[config.mk]
export PLATFORM = sky130hd
export DESIGN_NAME = fixed_to_float_pipe
export DESIGN_NICKNAME = d
export VERILOG_FILES = /design/src/rtl/fixed_to_float_pipe.sv
export SDC_FILE = /design/constraint.sdc
export NUM_CORES = 1
export LEC_CHECK = 0
export CAP_MARGIN = 5
export CORE_MARGIN = 5
export CORE_UTILIZATION = 58
export DETAILED_ROUTE_END_ITERATION = 8
export PLACE_DENSITY = 0.81
export SYNTH_ARGS = -nofsm -noshare
export SYNTH_HDL_FRONTEND = slang
export SYNTH_SLANG_ARGS = --single-unit
[constraint.sdc]
create_clock -name i_CLK -period 5.14 [get_ports i_CLK]
set_input_delay 1.028 -clock i_CLK [delete_from_list [all_inputs] [get_ports i_CLK]]
set_output_delay 1.028 -clock i_CLK [all_outputs]
set_load 0.02 [all_outputs]
[src/rtl/fixed_to_float_pipe.sv]
// fixed_to_float_pipe: signed fixed-point to IEEE-754 single precision.
// Three register stages (magnitude, normalise, round) under one global stall.
module fixed_to_float_pipe #(
  parameter int p_WIDTH     = 32,
  parameter int p_FRAC_BITS = 0
) (
  input  logic               i_CLK,
  input  logic               i_RST_N,
  input  logic               i_VALID,
  output logic               o_READY,
  input  logic [p_WIDTH-1:0] i_FIXED_WORD,
  input  logic               i_ROUND_MODE,
  output logic               o_VALID,
  input  logic               i_READY,
  output logic [31:0]        o_FLOAT_WORD,
  output logic               o_ZERO,
  output logic               o_INEXACT
);

  // Biased exponent when the leading one sits at bit p_WIDTH-1.
  localparam int EXP_TOP = 127 + p_WIDTH - 1 - p_FRAC_BITS;
  localparam int LZ_W    = 7;

  logic               s1_valid;
  logic               s1_sign;
  logic               s1_rnd;
  logic [p_WIDTH-1:0] s1_mag;

  logic               s2_valid;
  logic               s2_sign;
  logic               s2_rnd;
  logic               s2_zero;
  logic [p_WIDTH-2:0] s2_norm;
  logic [7:0]         s2_exp;

  logic [LZ_W-1:0]    lz;
  logic [p_WIDTH-1:0] shifted;
  logic [7:0]         exp_c;

  logic [p_WIDTH+23:0] ext;
  logic [22:0]         mant;
  logic                guard;
  logic                sticky;
  logic                inc;
  logic [23:0]         mant_sum;
  logic [7:0]          exp_r;

  // Every stage advances together whenever the output slot is free or being drained.
  assign o_READY = !o_VALID || i_READY;

  // Stage 1 valid: cleared by reset, otherwise follows the input handshake.
  always_ff @(posedge i_CLK) begin
    if (!i_RST_N) begin
      s1_valid <= 1'b0;
    end else if (o_READY) begin
      s1_valid <= i_VALID;
    end
  end

  // Stage 1 data: sign, rounding mode and magnitude; -2^(W-1) negates to itself, read as unsigned.
  always_ff @(posedge i_CLK) begin
    if (o_READY) begin
      s1_sign <= i_FIXED_WORD[p_WIDTH-1];
      s1_rnd  <= i_ROUND_MODE;
      s1_mag  <= i_FIXED_WORD[p_WIDTH-1] ? -i_FIXED_WORD : i_FIXED_WORD;
    end
  end

  // Leading-zero count, normalising shift and exponent for the stage 2 register.
  always_comb begin
    lz = '0;
    for (int i = 0; i < p_WIDTH; i++) begin
      if (s1_mag[i]) lz = LZ_W'(p_WIDTH - 1 - i);
    end
    shifted = s1_mag << lz;
    exp_c   = 8'(EXP_TOP - int'(lz));
  end

  // Stage 2 valid.
  always_ff @(posedge i_CLK) begin
    if (!i_RST_N) begin
      s2_valid <= 1'b0;
    end else if (o_READY) begin
      s2_valid <= s1_valid;
    end
  end

  // Stage 2 data: the hidden one is dropped; its absence after the shift means a zero input.
  always_ff @(posedge i_CLK) begin
    if (o_READY) begin
      s2_sign <= s1_sign;
      s2_rnd  <= s1_rnd;
      s2_zero <= ~shifted[p_WIDTH-1];
      s2_norm <= shifted[p_WIDTH-2:0];
      s2_exp  <= exp_c;
    end
  end

  // Mantissa extraction and round-to-nearest-even; narrow inputs zero-extend via the padding.
  always_comb begin
    ext      = {s2_norm, 25'd0};
    mant     = ext[p_WIDTH+23 -: 23];
    guard    = ext[p_WIDTH];
    sticky   = |ext[p_WIDTH-1:0];
    inc      = s2_rnd && guard && (sticky || mant[0]);
    mant_sum = {1'b0, mant} + 24'(inc);
    exp_r    = s2_exp + 8'(mant_sum[23]);
  end

  // Output register: result fields only load with a real sample so they hold through bubbles.
  always_ff @(posedge i_CLK) begin
    if (!i_RST_N) begin
      o_VALID      <= 1'b0;
      o_FLOAT_WORD <= 32'd0;
      o_ZERO       <= 1'b0;
      o_INEXACT    <= 1'b0;
    end else if (o_READY) begin
      o_VALID <= s2_valid;
      if (s2_valid) begin
        o_ZERO       <= s2_zero;
        o_INEXACT    <= !s2_zero && (guard || sticky);
        o_FLOAT_WORD <= s2_zero ? 32'd0 : {s2_sign, exp_r, mant_sum[22:0]};
      end
    end
  end

endmodule

### Yosys cells after proc, flatten, opt, wreduce, memory -nomap -nowiden

Cells that the tools add are included.

* $add $sub $neg: 4
* multipliers: 0
* div/mod/pow operators: 0
* magnitude comparators: 0
* equal/unequal tests: 0
* shift-type cells: 1
* multiplexer cells: 34
* bitwise logic cells: 1
* reduce and logical (&&, ||, !) cells: 10

Operators with widths (count)
* $mux W7: 31
* $mux W32: 1
* $neg A32 Y32: 1
* $shl A32 B7 Y32: 1
* $mux W31: 1
* $add A23 B1 Y24: 1
* $add A8 B1 Y8: 1
* $sub A8 B7 Y8 const A: 1
* $reduce_or A7 Y1: 1
* $mux W5: 1
* $logic_and A1 B1 Y1: 3
* $logic_or A1 B1 Y1: 3
* $logic_not A1 Y1: 2
* $reduce_and A2 Y1: 1
* $not A1 Y1: 1

* flip-flop bits (word level): 113
* latch bits: 0
* bits in writable memories: 0
* memory bits (read-only): 0
* input port bits: 37
* output and inout bits: 36
* logic and storage cells: 65
* memories: 0

### Depth between registers and ports, before layout

Gate-level depths: netlist (run 1).

* word-level depth: 34
* depth in mapped cells: 15
* mapped depth without buffers: 15

### Worst setup path before layout (run 1)

Ideal clock, no wire load.

* path type: input-to-reg
* start point: in i_READY
* end point: reg o_FLOAT_WORD[26]
* setup time: 65 ps
* data arrival time: 4001 ps
* required time: 5075 ps
* slack: 1074 ps
* stages: 7
* buffers on the path: 1
* cell sequence: nor2b_1 > inv_1 > nand2_1 > nor2_1 > clkbuf_1 > a22oi_1 > nor2b_1

* word-level cells in the longest chain between the ends: 2

RTL lines
* start: declaration: RTL line 14 `input logic i_READY,`
* $logic_or A1 B1 Y1: RTL line 49 `assign o_READY = !o_VALID || i_READY;`
* named net o_READY: RTL line 10 `output logic o_READY,`
* $reduce_and A2 Y1 (no source line)
* end signal: assignment: RTL line 122 `o_FLOAT_WORD <= s2_zero ? 32'd0 : {s2_sign, exp_r, mant_sum[22:0]};`
* end: declaration: RTL line 15 `output logic [31:0] o_FLOAT_WORD,`

The timed path passes the listed nets, and every way through them passes these cells.
A chain may end at the register's enable or synchronous reset.

### Worst setup path after layout (run 1)

* start point: reg s1_mag[5]
* end point: reg s2_norm[29] (data pin)

* word-level cells in the longest chain between the ends: 28

RTL lines
* start: declaration: RTL line 27 `logic [p_WIDTH-1:0] s1_mag;`
* start signal: assignment: RTL line 65 `s1_mag <= i_FIXED_WORD[p_WIDTH-1] ? -i_FIXED_WORD : i_FIXED_WORD;`
* $mux W7 (27 in a row): RTL line 73 `if (s1_mag[i]) lz = LZ_W'(p_WIDTH - 1 - i);`
* $shl A32 B7 Y32 *: RTL line 75 `shifted = s1_mag << lz;`
* named net shifted[29]: RTL line 37 `logic [p_WIDTH-1:0] shifted;`
* end signal: assignment: RTL line 94 `s2_norm <= shifted[p_WIDTH-2:0];`
* end: declaration: RTL line 33 `logic [p_WIDTH-2:0] s2_norm;`

Mark *: on every way through the listed nets, which the timed path passes. The rest lies on a longest branch.

==> results.json, run 1 <==
{
  "status": "finished clean",
  "ios": 73,
  "ys_warn_count": 0,
  "synth_edf_count": 76,
  "cts_max_level": 4,
  "portBuffers": 72,
  "critPathCaptureType": "flip-flop",
  "layout-drive-gt1-share": 0.07259,
  "setup_viol": 0,
  "yosys.area.top_type": "edfxtp_1",
  "power_density_nw_per_um2": 383.9,
  "globalRouteTotalUtil": 0.2684,
  "min_period_over_period": 0.7527,
  "initial_utilization": 0.5981,
  "fmax_mhz": 258.5,
  "synth_commonest_cells": "edfxtp_1, xnor2_1, nand2_1, nor2_1",
  "p_leak_nw": 2.943,
  "yosys.area_share.simple": 0.1878,
  "rows": 39,
  "cp_data_required_time_ns": 5.37,
  "clockRootBuffer": "clkbuf_16",
  "synthCells": 721,
  "fp.dieH_um": 119.0,
  "crit_buf_inv": 0,
  "crit_family": "simple AND/OR/NAND/NOR gates",
  "ir_worst_vdd_mv": 0.2280,
  "antenna_cells": 0,
  "maxSlewViolCount": 0,
  "postCtsHoldBufs": 0,
  "drt_first_pass_iters": 5,
  "grt_pass1_vias": 5966,
  "muxShareOfSynthArea": 0.02216,
  "wire_per_inst_um": 19.92,
  "synth-async-reset-ratio": 0,
  "seq_area_frac_synth": 0.4389,
  "synth_area_leaders": "edfxtp_1, dfxtp_1, xnor2_1",
  "dp_hpwl_mm": 13.44,
  "slew_headroom": 0.2848,
  "yosysUniqueCellTypes": 66,
  "skew_ns": 0.01196,
  "nFillCells": 834,
  "place.gp.congestion": 0.9059,
  "setup_slack_ns": 1.271,
  "critPathMaxStageDelay_ns": 0.80,
  "crit_path_start": "s1_mag[5]$_DFFE_PN_",
  "cts_tree": "done",
  "r2r-start": "s1_mag[5]$_DFFE_PN_",
  "hp-start": "s1_sign$_DFFE_PN_",
  "cts_buffers": 17,
  "synth_fp_nets": 764,
  "hold_class": "reg -> reg",
  "synth_most_common_cell": "edfxtp_1",
  "path_class": "reg -> reg",
  "synthAdderAreaFrac": 0.01090,
  "tightest_slew_ns": 1.059,
  "drv_cap": 0,
  "core_sq_um": 11520,
  "avgSynthCellArea_sq_um": 9.553,
  "final_util": 0.7222,
  "syn_area_sq_um": 6888,
  "synthXorXnorAreaFrac": 0.07502,
  "synthFlopType": "edfxtp_1",
  "clk_pin_slew_ns": 0.05,
  "postCtsSetupRepairBufs": 0,
  "fin_crit_ns": 3.869,
  "drt_iter0_drc": 579,
  "synth_compound_area_frac": 0.2322,
  "drtAntennaViolNets": 0,
  "grt.overflow.total": 0,
  "design_area_sq_um": 8317,
  "grt_setup_unrepaired": "no",
  "grt_start_max_net_pins": 79,
  "clock_path_buffers": 2,
  "cts_sinks": 113,
  "nets": 829,
  "arrival_ns": 4.10,
  "slowest_stage": "and3_1",
  "crit_chain": "or4_1, o2111a_1, o21ai_0, and3_1, nor2_1, a22oi_1, nand2_1, a221oi_1",
  "holdWs_ns": 0.4286,
  "die_width_um": 119.0,
  "cp-start-kind": "flip-flop",
  "grt_pass1_wl_mm": 30.24,
  "antenna_found_initial": 0,
  "synth_top_family_by_area": "compound AO/OA/AOI/OAI gates",
  "vias": 6234,
  "wl_mm": 18.77,
  "setup_tns_ns": 0,
  "dpl_cell_area_sq_um": 7729,
  "dp_slack_ns": 0.9684,
  "hold_viol": 0,
  "clock_latency_ns": 0.43,
  "syn2layout_area_growth_pct": 20.74,
  "design.die.area_sq_um": 14160,
  "synth-seq-cells": 113,
  "via_per_inst": 6.618,
  "ctsResizeCount": 0,
  "worstPathMaxFanout": 22,
  "yosysTopAreaCellShare": 0.3313,
  "drc": 0
}
[worst reg2reg max path, delay by kind of cell, from the launching register on]
family,cells,cell delay (ns)
AND/OR/NAND/NOR,4,1.94
flip-flops,1,0.47
AO/OA/AOI/OAI,4,1.25
[sequential cells by signal (all words and copies together) (netlist names), 8 cells and up]
name / flops
s2_exp: 8
s1_mag: 32
o_FLOAT_WORD: 32
s2_norm: 31
[placed cells by master (no fill, tap or decap), drive strengths merged, types with 4 or more instances in the layout]
cell type       n
a211oi         25
a21boi          4
a21oi          35
a221oi          8
a22oi          37
and2            5
and3           14
buf            14
clkbuf         25
clkdlybuf4s50  72
clkinv          5
dfxtp          37
edfxtp         76
ha              6
inv            21
mux2i          13
nand2          48
nand2b          8
nand3          25
nand4           6
nor2           48
nor2b          34
nor3           19
nor3b           5
nor4           12
o211ai         13
o21a            4
o21ai          30
o221ai          7
o2bb2ai         4
o311ai          6
o31ai           9
o32ai           5
o41ai           6
or3             9
or4             9
xnor2          51
xor2            8
[metrics by stage]
stage / power [W] / cells
CTS: 0.003183 / 941
global route: 0.003327 / 942
global placement: 0.002019 / 909
floorplan: 0.001760 / 721
finish: 0.003192 / 942
detailed placement: 0.002038 / 909
[worst paths after layout]
path	endpoint	slack [ns]	cells after the start
worst max-delay path	s2_norm[29]$_DFFE_PN_	1.27	8
worst min-delay path	s2_sign$_DFFE_PN_	0.43	0
worst max register to register	s2_norm[29]$_DFFE_PN_	1.27	8
worst min register to register	s2_sign$_DFFE_PN_	0.43	0
[final cells by class]
cell class	count	area [sq um]	share of cell area
clock inverters	7	42.54	0.005115
repair buffers	86	825.8	0.09929
clock buffers	25	538.0	0.06469
flip-flops and latches	113	3023	0.3635
inverters	19	71.32	0.008575
well taps	143	178.9	0.02151
multi-input cells	549	3637	0.4373
[logic make-up (layout without fill, tap and decap cells)]
| group | Yosys count | count (layout) |
|---|---|---|
| simple gates | 247 | 247 |
| compound gates | 222 | 222 |
| flops | 113 | 113 |
| xor+xnor | 59 | 59 |
| buf+inv | 59 | 137 |
| mux | 15 | 15 |
| fa+ha+maj | 6 | 6 |
[routing by layer]
metal / global-route usage / vias to the layer above / part of all wire
li1: - / 2916 / -
met1: 0.3156 / 2944 / 0.40
met2: 0.4607 / 312 / 0.49
met3: 0.06351 / 62 / 0.066
met4: 0.1340 / 0 / 0.039
met5: 0 / - / 0
[where the power goes]
group / total [W] / leakage, nW / switching (W) / internal, W
combinational: 0.000787 / 1.54 / 0.000466 / 0.000321
clock: 0.00114 / 0.294 / 0.000414 / 0.000723
sequential: 0.00127 / 1.10 / 0.000128 / 0.00114
(Power assumes the default switching activity.)
==> inputs of run 2 (changes only) <==
==> constraint.sdc (replaced) <==
create_clock -name i_CLK -period 4 [get_ports i_CLK]
set_input_delay 0.8 -clock i_CLK [delete_from_list [all_inputs] [get_ports i_CLK]]
set_output_delay 0.8 -clock i_CLK [all_outputs]
set_load 0.02 [all_outputs]
==> run 2 against run 1 <==
Clock skew down 0.0019 ns. Power is 31% higher. Combinational power grew 28%. Core utilization grew 1.1 points. Cell count rose by 1.1%. Critical endpoint is now s2_norm[26]$_DFFE_PN_. Critical path depth is 3 higher. Worst hold slack worse by 0.011 ns. Largest power group unchanged.
==> results.json, run 2 (synthesized netlist as in run 1, its figures left out) <==
{
  "ctsResizeCount": 0,
  "dp_hpwl_mm": 13.91,
  "cp_data_required_time_ns": 4.23,
  "slew_headroom": 0.2973,
  "grt_pass1_wl_mm": 30.71,
  "min_period_over_period": 0.8887,
  "nets": 839,
  "grt_pass1_vias": 6064,
  "wl_mm": 19.08,
  "fp.dieH_um": 119.0,
  "clock_path_buffers": 2,
  "design_area_sq_um": 8443,
  "via_per_inst": 6.557,
  "rows": 39,
  "layout-drive-gt1-share": 0.08405,
  "reg_top3": "o_FLOAT_WORD: 32 flops, s1_mag: 32 flops, s2_norm: 31 flops",
  "cts_sinks": 113,
  "path_class": "reg -> reg",
  "vias": 6242,
  "initial_utilization": 0.5981,
  "final_cell_mix": "edfxtp_1, clkdlybuf4s50_1, xnor2_1, nor2_1, nand2_1",
  "grt_start_max_net_pins": 80,
  "worstPathMaxFanout": 23,
  "arrival_ns": 3.78,
  "maxSlewViolCount": 0,
  "drt_iter0_drc": 620,
  "status": "finished clean",
  "globalRouteTotalUtil": 0.2721,
  "hold_viol": 0,
  "cts_buffers": 17,
  "multi_input_area_sq_um": 3637,
  "wire_per_inst_um": 20.05,
  "p_leak_nw": 3.014,
  "core_sq_um": 11520,
  "clockRootBuffer": "clkbuf_16",
  "power_density_nw_per_um2": 494.6,
  "design.die.area_sq_um": 14160,
  "mostFrequentLayoutCell": "edfxtp_1",
  "clk_pin_slew_ns": 0.05,
  "drv_cap": 0,
  "drt_first_pass_iters": 5,
  "final-seq-area_sq_um": 3023,
  "tightest_slew_ns": 1.051,
  "setup_viol": 0,
  "portBuffers": 72,
  "postCtsSetupRepairBufs": 0,
  "syn2layout_area_growth_pct": 22.58,
  "grt_setup_unrepaired": "no",
  "place.gp.congestion": 0.9404,
  "cts_tree": "done",
  "drc": 0,
  "die_width_um": 119.0,
  "critPathCaptureType": "flip-flop",
  "skew_ns": 0.01007,
  "grt.overflow.total": 0,
  "cts_max_level": 4,
  "antenna_cells": 0,
  "setup_tns_ns": 0,
  "nFillCells": 818,
  "fmax_mhz": 281.3,
  "postCtsHoldBufs": 0,
  "ios": 73,
  "fin_crit_ns": 3.555,
  "clock_latency_ns": 0.42,
  "hold_class": "reg -> reg",
  "cp-start-kind": "flip-flop",
  "dpl_cell_area_sq_um": 7816,
  "antenna_found_initial": 0,
  "drtAntennaViolNets": 0,
  "ir_worst_vdd_mv": 0.2656
}
run 2: per-layer routing:
metal	share of wire	track usage	wire, um	vias up
met5	0	0	0	-
met4	0.037	0.1325	697	0
met3	0.058	0.06256	1103	56
met2	0.50	0.4732	9478	281
met1	0.41	0.3172	7805	2963
li1	-	-	-	2942
run 2: final timing paths:
kind,from,end,slack [ns],cells past startpoint
setup reg to reg,s1_mag[26]$_DFFE_PN_,s2_norm[26]$_DFFE_PN_,0.45,11
setup / recovery,s1_mag[26]$_DFFE_PN_,s2_norm[26]$_DFFE_PN_,0.45,11
hold / removal,s1_rnd$_DFFE_PN_,s2_rnd$_DFFE_PN_,0.42,0
hold reg to reg,s1_rnd$_DFFE_PN_,s2_rnd$_DFFE_PN_,0.42,0
run 2: cell type report:
class / count / share of cell area
clock inverter: 5 / 0.003705
clock buffer: 27 / 0.06965
multi-input combinational: 549 / 0.4308
inverter: 19 / 0.008447
tap: 143 / 0.02119
sequential: 113 / 0.3580
timing repair buffer: 96 / 0.1082
run 2: where the power goes:
| part | internal (W) | total, W | leakage [nW] | switching (W) |
|---|---|---|---|---|
| combinational | 0.000429 | 0.00101 | 1.60 | 0.000584 |
| sequential | 0.00147 | 0.00163 | 1.10 | 0.000169 |
| clock | 0.00101 | 0.00153 | 0.311 | 0.000522 |
| total | 0.00290 | 0.00418 | 3.01 | 0.00128 |
run 2: through the flow:
| step | hold slack, ns | utilization | instances | power [W] | setup slack (ns) |
|---|---|---|---|---|---|
| 2_1_floorplan | 0.4003 | - | 721 | 0.002262 | 0.1616 |
| 3_3_place_gp | 0.4029 | 0.6787 | 919 | 0.002605 | 0.1679 |
| 5_1_grt | 0.4400 | 0.7332 | 952 | 0.004351 | 0.1769 |
| 3_5_place_dp | 0.4054 | 0.6787 | 919 | 0.002637 | 0.07405 |
| 4_1_cts | 0.4175 | 0.7325 | 951 | 0.004173 | 0.5072 |
| 6_report | 0.4171 | 0.7332 | 952 | 0.004176 | 0.4453 |
run 2: worst max-delay path, cell delays in order, from the launching register on:
cell and delay [ns]:
edfxtp_1 0.51, nor4_1 0.55, and2_1 0.28, o21a_1 0.29
a21oi_2 0.09, buf_4 0.23, clkinv_1 0.10, buf_4 0.22
a22oi_1 0.19, a211oi_1 0.51, nor2_1 0.13, o211ai_1 0.25
